File: src/rtl/sram_port_arbiter_if.sv
// Bundles the recorder write port, the player read port and the SRAM pin bus.
// Latency: none, signals only.
// Backpressure: req is held by the requester until its ack pulse; there is no other stall path.
// Ports: slave  = arbiter side (samples requests and SRAM read data, drives acks and SRAM pins)
//        master = environment side (recorder, player and the SRAM device)
interface sram_port_arbiter_if;
    // recorder write port
    logic        i_wr_req;
    logic [19:0] i_wr_addr;
    logic [15:0] i_wr_data;
    logic [1:0]  i_wr_be;
    logic        o_wr_ack;
    // player read port
    logic        i_rd_req;
    logic [19:0] i_rd_addr;
    logic [15:0] o_rd_data;
    logic        o_rd_ack;
    // SRAM pins; the tristate buffer lives outside the arbiter
    logic        o_sram_ce_n;
    logic        o_sram_we_n;
    logic        o_sram_oe_n;
    logic        o_sram_lb_n;
    logic        o_sram_ub_n;
    logic [19:0] o_sram_addr;
    logic [15:0] o_sram_dq;
    logic        o_sram_dq_oe;
    logic [15:0] i_sram_dq;
    // status
    logic        o_busy;

    modport slave (
        input  i_wr_req, i_wr_addr, i_wr_data, i_wr_be, i_rd_req, i_rd_addr, i_sram_dq,
        output o_wr_ack, o_rd_data, o_rd_ack,
        output o_sram_ce_n, o_sram_we_n, o_sram_oe_n, o_sram_lb_n, o_sram_ub_n,
        output o_sram_addr, o_sram_dq, o_sram_dq_oe, o_busy
    );

    modport master (
        output i_wr_req, i_wr_addr, i_wr_data, i_wr_be, i_rd_req, i_rd_addr, i_sram_dq,
        input  o_wr_ack, o_rd_data, o_rd_ack,
        input  o_sram_ce_n, o_sram_we_n, o_sram_oe_n, o_sram_lb_n, o_sram_ub_n,
        input  o_sram_addr, o_sram_dq, o_sram_dq_oe, o_busy
    );
endinterface

File: src/rtl/sram_port_arbiter.sv
// Round-robin arbiter sharing one asynchronous 16-bit SRAM between a write port and a read port.
// Latency: grant edge to ack cycle is WR_PULSE_CYC+2 (write) / RD_WAIT_CYC+2 (read); one IDLE cycle between accesses.
// Backpressure: requests are sampled only in IDLE; a requester holds req until ack. All outputs are registered.
// Ports: i_bclk clock, i_rst async active-low reset, bus = sram_port_arbiter_if.slave (ports + SRAM pins).
module sram_port_arbiter #(
    parameter int WR_PULSE_CYC = 1,   // cycles WE_N is held low, 1..15
    parameter int RD_WAIT_CYC  = 1    // cycles address/OE_N are valid before the sample cycle, 1..15
) (
    input  logic                 i_bclk,
    input  logic                 i_rst,
    sram_port_arbiter_if.slave   bus
);

    typedef enum logic [2:0] {
        IDLE, WR_SETUP, WR_STROBE, WR_HOLD, RD_ADDR, RD_SAMPLE, RD_DONE
    } state_t;

    // counters run down to zero, so a phase of N cycles loads N-1
    localparam logic [3:0] WR_CNT_INIT = 4'(WR_PULSE_CYC - 1);
    localparam logic [3:0] RD_CNT_INIT = 4'(RD_WAIT_CYC - 1);

    state_t      state_q,   state_d;
    logic [3:0]  cnt_q,     cnt_d;
    logic        last_wr_q, last_wr_d;   // 1 = write port was granted last
    logic [19:0] addr_q,    addr_d;
    logic [15:0] wdata_q,   wdata_d;
    logic [1:0]  be_q,      be_d;
    logic [15:0] rd_data_q, rd_data_d;
    logic        ce_n_q,    ce_n_d;
    logic        we_n_q,    we_n_d;
    logic        oe_n_q,    oe_n_d;
    logic        lb_n_q,    lb_n_d;
    logic        ub_n_q,    ub_n_d;
    logic        dq_oe_q,   dq_oe_d;
    logic        wr_ack_q,  wr_ack_d;
    logic        rd_ack_q,  rd_ack_d;
    logic        busy_q,    busy_d;

    always_comb begin
        state_d   = state_q;
        cnt_d     = cnt_q;
        last_wr_d = last_wr_q;
        addr_d    = addr_q;
        wdata_d   = wdata_q;
        be_d      = be_q;
        rd_data_d = rd_data_q;

        unique case (state_q)
            IDLE: begin
                // write wins when alone, or on a tie when the read port had the last grant
                if (bus.i_wr_req && (!bus.i_rd_req || !last_wr_q)) begin
                    state_d   = WR_SETUP;
                    last_wr_d = 1'b1;
                    addr_d    = bus.i_wr_addr;
                    wdata_d   = bus.i_wr_data;
                    be_d      = bus.i_wr_be;
                end else if (bus.i_rd_req) begin
                    state_d   = RD_ADDR;
                    cnt_d     = RD_CNT_INIT;
                    last_wr_d = 1'b0;
                    addr_d    = bus.i_rd_addr;
                end
            end
            WR_SETUP: begin
                state_d = WR_STROBE;
                cnt_d   = WR_CNT_INIT;
            end
            WR_STROBE: begin
                if (cnt_q == 4'd0) state_d = WR_HOLD;
                else               cnt_d   = cnt_q - 4'd1;
            end
            WR_HOLD:   state_d = IDLE;
            RD_ADDR: begin
                if (cnt_q == 4'd0) state_d = RD_SAMPLE;
                else               cnt_d   = cnt_q - 4'd1;
            end
            RD_SAMPLE: begin
                state_d   = RD_DONE;
                rd_data_d = bus.i_sram_dq;
            end
            RD_DONE:   state_d = IDLE;
            default:   state_d = IDLE;
        endcase

        // Outputs are decoded from the next state so the registered pins line up
        // with the state they describe, without a combinational path to the pins.
        ce_n_d   = 1'b1;
        we_n_d   = 1'b1;
        oe_n_d   = 1'b1;
        lb_n_d   = 1'b1;
        ub_n_d   = 1'b1;
        dq_oe_d  = 1'b0;
        wr_ack_d = 1'b0;
        rd_ack_d = 1'b0;
        busy_d   = (state_d != IDLE);

        unique case (state_d)
            WR_SETUP, WR_STROBE, WR_HOLD: begin
                ce_n_d   = 1'b0;
                dq_oe_d  = 1'b1;
                lb_n_d   = ~be_d[0];
                ub_n_d   = ~be_d[1];
                we_n_d   = (state_d != WR_STROBE);
                wr_ack_d = (state_d == WR_HOLD);
            end
            RD_ADDR, RD_SAMPLE: begin
                // OE_N low only here, while dq_oe is held low, so the bus never contends
                ce_n_d = 1'b0;
                oe_n_d = 1'b0;
                lb_n_d = 1'b0;
                ub_n_d = 1'b0;
            end
            RD_DONE:  rd_ack_d = 1'b1;
            default: ;
        endcase
    end

    always_ff @(posedge i_bclk or negedge i_rst) begin
        if (!i_rst) begin
            state_q   <= IDLE;
            cnt_q     <= 4'd0;
            last_wr_q <= 1'b0;    // read counts as last grant, so the first tie goes to write
            addr_q    <= 20'd0;
            wdata_q   <= 16'd0;
            be_q      <= 2'b00;
            rd_data_q <= 16'd0;
            ce_n_q    <= 1'b1;
            we_n_q    <= 1'b1;
            oe_n_q    <= 1'b1;
            lb_n_q    <= 1'b1;
            ub_n_q    <= 1'b1;
            dq_oe_q   <= 1'b0;
            wr_ack_q  <= 1'b0;
            rd_ack_q  <= 1'b0;
            busy_q    <= 1'b0;
        end else begin
            state_q   <= state_d;
            cnt_q     <= cnt_d;
            last_wr_q <= last_wr_d;
            addr_q    <= addr_d;
            wdata_q   <= wdata_d;
            be_q      <= be_d;
            rd_data_q <= rd_data_d;
            ce_n_q    <= ce_n_d;
            we_n_q    <= we_n_d;
            oe_n_q    <= oe_n_d;
            lb_n_q    <= lb_n_d;
            ub_n_q    <= ub_n_d;
            dq_oe_q   <= dq_oe_d;
            wr_ack_q  <= wr_ack_d;
            rd_ack_q  <= rd_ack_d;
            busy_q    <= busy_d;
        end
    end

    assign bus.o_sram_ce_n  = ce_n_q;
    assign bus.o_sram_we_n  = we_n_q;
    assign bus.o_sram_oe_n  = oe_n_q;
    assign bus.o_sram_lb_n  = lb_n_q;
    assign bus.o_sram_ub_n  = ub_n_q;
    assign bus.o_sram_addr  = addr_q;
    assign bus.o_sram_dq    = wdata_q;
    assign bus.o_sram_dq_oe = dq_oe_q;
    assign bus.o_rd_data    = rd_data_q;
    assign bus.o_wr_ack     = wr_ack_q;
    assign bus.o_rd_ack     = rd_ack_q;
    assign bus.o_busy       = busy_q;

endmodule

File: src/flat_wrapper.sv
// flat-port wrapper written by rule: the top's interface ports become plain ports
module sram_port_arbiter_flat 
#(
    parameter int WR_PULSE_CYC = 1,                                    
    parameter int RD_WAIT_CYC  = 1                                                                   
)
  (i_bclk, i_rst, bus_i_wr_req, bus_i_wr_addr, bus_i_wr_data, bus_i_wr_be, bus_i_rd_req, bus_i_rd_addr, bus_i_sram_dq, bus_o_wr_ack, bus_o_rd_data, bus_o_rd_ack, bus_o_sram_ce_n, bus_o_sram_we_n, bus_o_sram_oe_n, bus_o_sram_lb_n, bus_o_sram_ub_n, bus_o_sram_addr, bus_o_sram_dq, bus_o_sram_dq_oe, bus_o_busy);
  sram_port_arbiter_if bus_i ();
  input  logic i_bclk;
  input  logic i_rst;
  input wire logic [$bits(bus_i.i_wr_req)-1:0] bus_i_wr_req;
  input wire logic [$bits(bus_i.i_wr_addr)-1:0] bus_i_wr_addr;
  input wire logic [$bits(bus_i.i_wr_data)-1:0] bus_i_wr_data;
  input wire logic [$bits(bus_i.i_wr_be)-1:0] bus_i_wr_be;
  input wire logic [$bits(bus_i.i_rd_req)-1:0] bus_i_rd_req;
  input wire logic [$bits(bus_i.i_rd_addr)-1:0] bus_i_rd_addr;
  input wire logic [$bits(bus_i.i_sram_dq)-1:0] bus_i_sram_dq;
  output wire logic [$bits(bus_i.o_wr_ack)-1:0] bus_o_wr_ack;
  output wire logic [$bits(bus_i.o_rd_data)-1:0] bus_o_rd_data;
  output wire logic [$bits(bus_i.o_rd_ack)-1:0] bus_o_rd_ack;
  output wire logic [$bits(bus_i.o_sram_ce_n)-1:0] bus_o_sram_ce_n;
  output wire logic [$bits(bus_i.o_sram_we_n)-1:0] bus_o_sram_we_n;
  output wire logic [$bits(bus_i.o_sram_oe_n)-1:0] bus_o_sram_oe_n;
  output wire logic [$bits(bus_i.o_sram_lb_n)-1:0] bus_o_sram_lb_n;
  output wire logic [$bits(bus_i.o_sram_ub_n)-1:0] bus_o_sram_ub_n;
  output wire logic [$bits(bus_i.o_sram_addr)-1:0] bus_o_sram_addr;
  output wire logic [$bits(bus_i.o_sram_dq)-1:0] bus_o_sram_dq;
  output wire logic [$bits(bus_i.o_sram_dq_oe)-1:0] bus_o_sram_dq_oe;
  output wire logic [$bits(bus_i.o_busy)-1:0] bus_o_busy;
  assign bus_i.i_wr_req = bus_i_wr_req;
  assign bus_i.i_wr_addr = bus_i_wr_addr;
  assign bus_i.i_wr_data = bus_i_wr_data;
  assign bus_i.i_wr_be = bus_i_wr_be;
  assign bus_i.i_rd_req = bus_i_rd_req;
  assign bus_i.i_rd_addr = bus_i_rd_addr;
  assign bus_i.i_sram_dq = bus_i_sram_dq;
  assign bus_o_wr_ack = bus_i.o_wr_ack;
  assign bus_o_rd_data = bus_i.o_rd_data;
  assign bus_o_rd_ack = bus_i.o_rd_ack;
  assign bus_o_sram_ce_n = bus_i.o_sram_ce_n;
  assign bus_o_sram_we_n = bus_i.o_sram_we_n;
  assign bus_o_sram_oe_n = bus_i.o_sram_oe_n;
  assign bus_o_sram_lb_n = bus_i.o_sram_lb_n;
  assign bus_o_sram_ub_n = bus_i.o_sram_ub_n;
  assign bus_o_sram_addr = bus_i.o_sram_addr;
  assign bus_o_sram_dq = bus_i.o_sram_dq;
  assign bus_o_sram_dq_oe = bus_i.o_sram_dq_oe;
  assign bus_o_busy = bus_i.o_busy;
  sram_port_arbiter #(.WR_PULSE_CYC(WR_PULSE_CYC), .RD_WAIT_CYC(RD_WAIT_CYC)) u_core (.i_bclk(i_bclk), .i_rst(i_rst), .bus(bus_i));
endmodule
File: config.mk
export PLATFORM = sky130hd
export DESIGN_NAME = sram_port_arbiter_flat
export DESIGN_NICKNAME = d
export VERILOG_FILES = /design/src/rtl/sram_port_arbiter_if.sv /design/src/rtl/sram_port_arbiter.sv /design/src/flat_wrapper.sv
export SDC_FILE = /design/constraint.sdc
export NUM_CORES = 1
export LEC_CHECK = 0
export ABC_AREA = 1
export BUFFER_PORTS_ARGS = -buffer_cell sky130_fd_sc_hd__buf_2
export CORE_MARGIN = 2
export CORE_UTILIZATION = 50
export CTS_CLUSTER_SIZE = 20
export DETAILED_ROUTE_END_ITERATION = 16
export PLACE_DENSITY = 0.93
export SKIP_CTS_REPAIR_TIMING = 1
export SLEW_MARGIN = 30
export SYNTH_ARGS = -nofsm -noshare
export SYNTH_HDL_FRONTEND = slang
export SYNTH_SLANG_ARGS = --single-unit
export TNS_END_PERCENT = 100
File: constraint.sdc
create_clock -name i_bclk -period 2.4 [get_ports i_bclk]
set_input_delay 0.36 -clock i_bclk [delete_from_list [all_inputs] [get_ports i_bclk]]
set_output_delay 0.36 -clock i_bclk [all_outputs]
set_load 0.005 [all_outputs]
==> flow_summary.ini <==
[final_layout]
drive_gt1_share_pct = 35.6
diodes = 0
syn2layout_area_growth_pct = 31.9
fin_nets = 571
fin_cells = 572

[global_routing]
antenna_found_initial = 0
grt_usage_pct = 22.1
grt_pass1_vias = 2598
grt_first_pass_wirelength_um = 11100
grt-busiest-layer = met2
use_met2_pct = 41.5
grt_max_degree = 41
overflow = 0
grtUsageMet1_pct = 23.4
grtUsageMet3_pct = 4.40

[cts]
cts_sinks = 71
path_clk_slew_ps = 70
ctsLongestPathBuffers = 2
numCtsBuffers = 9
cts_max_level = 3
cts_tree = yes
insertion_delay_ps = 340
cts_root_buf = clkbuf_8

[synthesis]
synth_most_common_cell = nand2_1
ys_ff_latch = 71
yosysTopAreaCellShare_pct = 54.8
synth_warnings = 0
ys.flop_type = dfrtp_1
synth_area_mm2 = 0.00301
synth_area_leaders = dfrtp_1 55%, nand2_1 19%, nand3_1 5.0%
avgSynthCellArea_um2 = 8.58
synthesis.nets = 430
ys_types = 24
async_flop_share_pct = 100
synth_commonest_cells = 150 x nand2_1, 66 x dfrtp_1, 30 x nand3_1, 28 x nor2_1, 20 x a31oi_1
postSynthCellCount = 351
synth_largest_area_cell = dfrtp_1
synth_edf_count = 0
yosysSeqAreaShare_pct = 59.2

[drt]
drc_errors = 0
via_per_inst = 4.80
drtAntennaViolNets = 0
routedWlPerCell_um = 12.4
wirelength_um = 7090
drt_iter0_drc = 131
via_count = 2748
dr.pass1.iters = 4

[sta]
fmax_mhz = 633
finalCriticalPeriod_ps = 1580
tns_ps = 0
relSlewSlack_pct = 65.4
grt_setup_unrepaired = no
skew_ps = 10.3
hold_violations = 17
worstMarginPinSlew_ps = 519
maxSlewViolCount = 0
fin_crit_sh_pct = 65.9
setup_violations = 0
hold_slack_ps = -9.07

[placed_design]
place_hpwl_um = 5480
io_buffers = 138
dp_cells = 556
place_congestion = 0.792

[run]
cap_violations = 0

[pwr]
ir_worst_vdd_mv = 0.593
p_seq_share_pct = 41.9
p_clk_share_pct = 18.4
swShare_pct = 37.4
p_int_w = 0.00315
leakagePower_nw = 2.20
cellPowerDensity_mw_per_mm2 = 1270
power_w = 0.00503
p_comb_share_pct = 39.7
power_switching_w = 0.00188

[die]
rows = 28
core_region_area_mm2 = 0.00589
die_y_um = 81.6
ios = 139
die_area_mm2 = 0.00666
die_w_um = 81.6
start_util_pct = 51.2

[critical_path]
r2r_slack_ps = 820
crit_arrival_ps = 1830
required_ps = 2650
endpoint_kind = register
r2r-start = u_core.state_q[1]
critPathSlowestCell = dfrtp_1
cp-start-kind = register
r2r_cells = 6
path_cells = nor2_4 > nand2_2 > a21oi_2 > buf_4 > nor2_1 > a31oi_1
endpoint = u_core.bus.o_sram_addr[1]
critPathMaxStageDelay_ps = 460
r2r-end = u_core.bus.o_sram_addr[1]
worstPathMaxFanout = 40
criticalPathCategory = register to register
crit_start = u_core.state_q[1]

[min_path]
hold_path.class = input pin to asynchronous set/reset pin

[run_status]
failed_checks = negative hold slack
status = complete, but fails checks
worst min path at each step:
stage,cells past startpoint,endpoint,from
CTS,1,u_core.bus.o_sram_dq[6],i_rst
finish,1,u_core.bus.o_rd_data[11],i_rst
detailed placement,1,u_core.bus.o_rd_data[10],i_rst
global route,1,u_core.bus.o_rd_data[10],i_rst
global placement,1,u_core.bus.o_sram_dq[2],i_rst
floorplan,0,u_core.be_q[0],i_rst
state kept, by name (all words and copies together), names as in the netlist, 2 cells and up:
register                flops
u_core.state_q              3
u_core.cnt_q                4
u_core.bus.o_sram_dq       16
u_core.bus.o_rd_data       16
u_core.be_q                 2
u_core.bus.o_sram_addr     20
through the flow:
| stage | setup slack (ps) | area (µm²) | hold slack [ps] | utilization [%] |
|---|---|---|---|---|
| finish | 819 | 3970 | -9.07 | 67.5 |
| global route | 657 | 3970 | 11.9 | 67.5 |
| CTS | 818 | 3970 | -9.49 | 67.5 |
| detailed placement | 547 | 3770 | 357 | 64.1 |
| global placement | 696 | 3770 | 353 | 64.1 |
| floorplan | 1150 | 3010 | 64.4 | - |
kinds of logic after synthesis:
| group | after synthesis | synth area share, % |
|---|---|---|
| flip-flops | 71 | 59.2 |
| AND/OR/NAND/NOR | 217 | 29.4 |
| adder cells (fa/ha/maj) | 1 | 0.415 |
| AO/OA/AOI/OAI | 27 | 5.61 |
| buffers and inverters | 35 | 5.36 |
cell type report:
type | count | area, µm²
Clock buffer | 10 | 138
Clock inverter | 6 | 60.1
Fill cell | 482 | 1910
Inverter | 20 | 75.1
Multi-Input combinational cell | 245 | 1070
Sequential cell | 71 | 1780
Tap cell | 75 | 93.8
Timing Repair Buffer | 145 | 756
worst max-delay path, delay by kind of cell (launching register included):
kind                   cells  cell delay (ps)
AOI/OAI and AO/OA          2              290
buffers and inverters      1              340
DFF                        1              460
and+or+nand+nor            3              380
power groups by stage:
| stage | Sequential [W] | Combinational [W] | Clock [W] |
|---|---|---|---|
| finish | 0.00211 | 0.00199 | 0.000924 |
| global route | 0.00216 | 0.00230 | 0.000991 |
| CTS | 0.00211 | 0.00202 | 0.000943 |
| detailed placement | 0.00213 | 0.00202 | 0 |
| global placement | 0.00209 | 0.00190 | 0 |
| floorplan | 0.00215 | 0.00113 | 0 |
layout by cell type, fill, tap and decap left out, types with 3 or more instances in the layout:
cell type  count
a31oi_1       20
buf_2        138
buf_4          6
clkbuf_8      10
clkinv_2       3
dfrtp_1       66
dfstp_2        5
inv_1         18
nand2_1      150
nand3_1       30
nor2_1        28
nor2_2         3
routing by layer:
metal  vias up  share of wire (%)
li1       1391                  -
met1      1250                 40
met2        93                 52
met3        14                5.6
met4         0                1.9
met5         -                  0
Power figures use the tool's default switching activity.
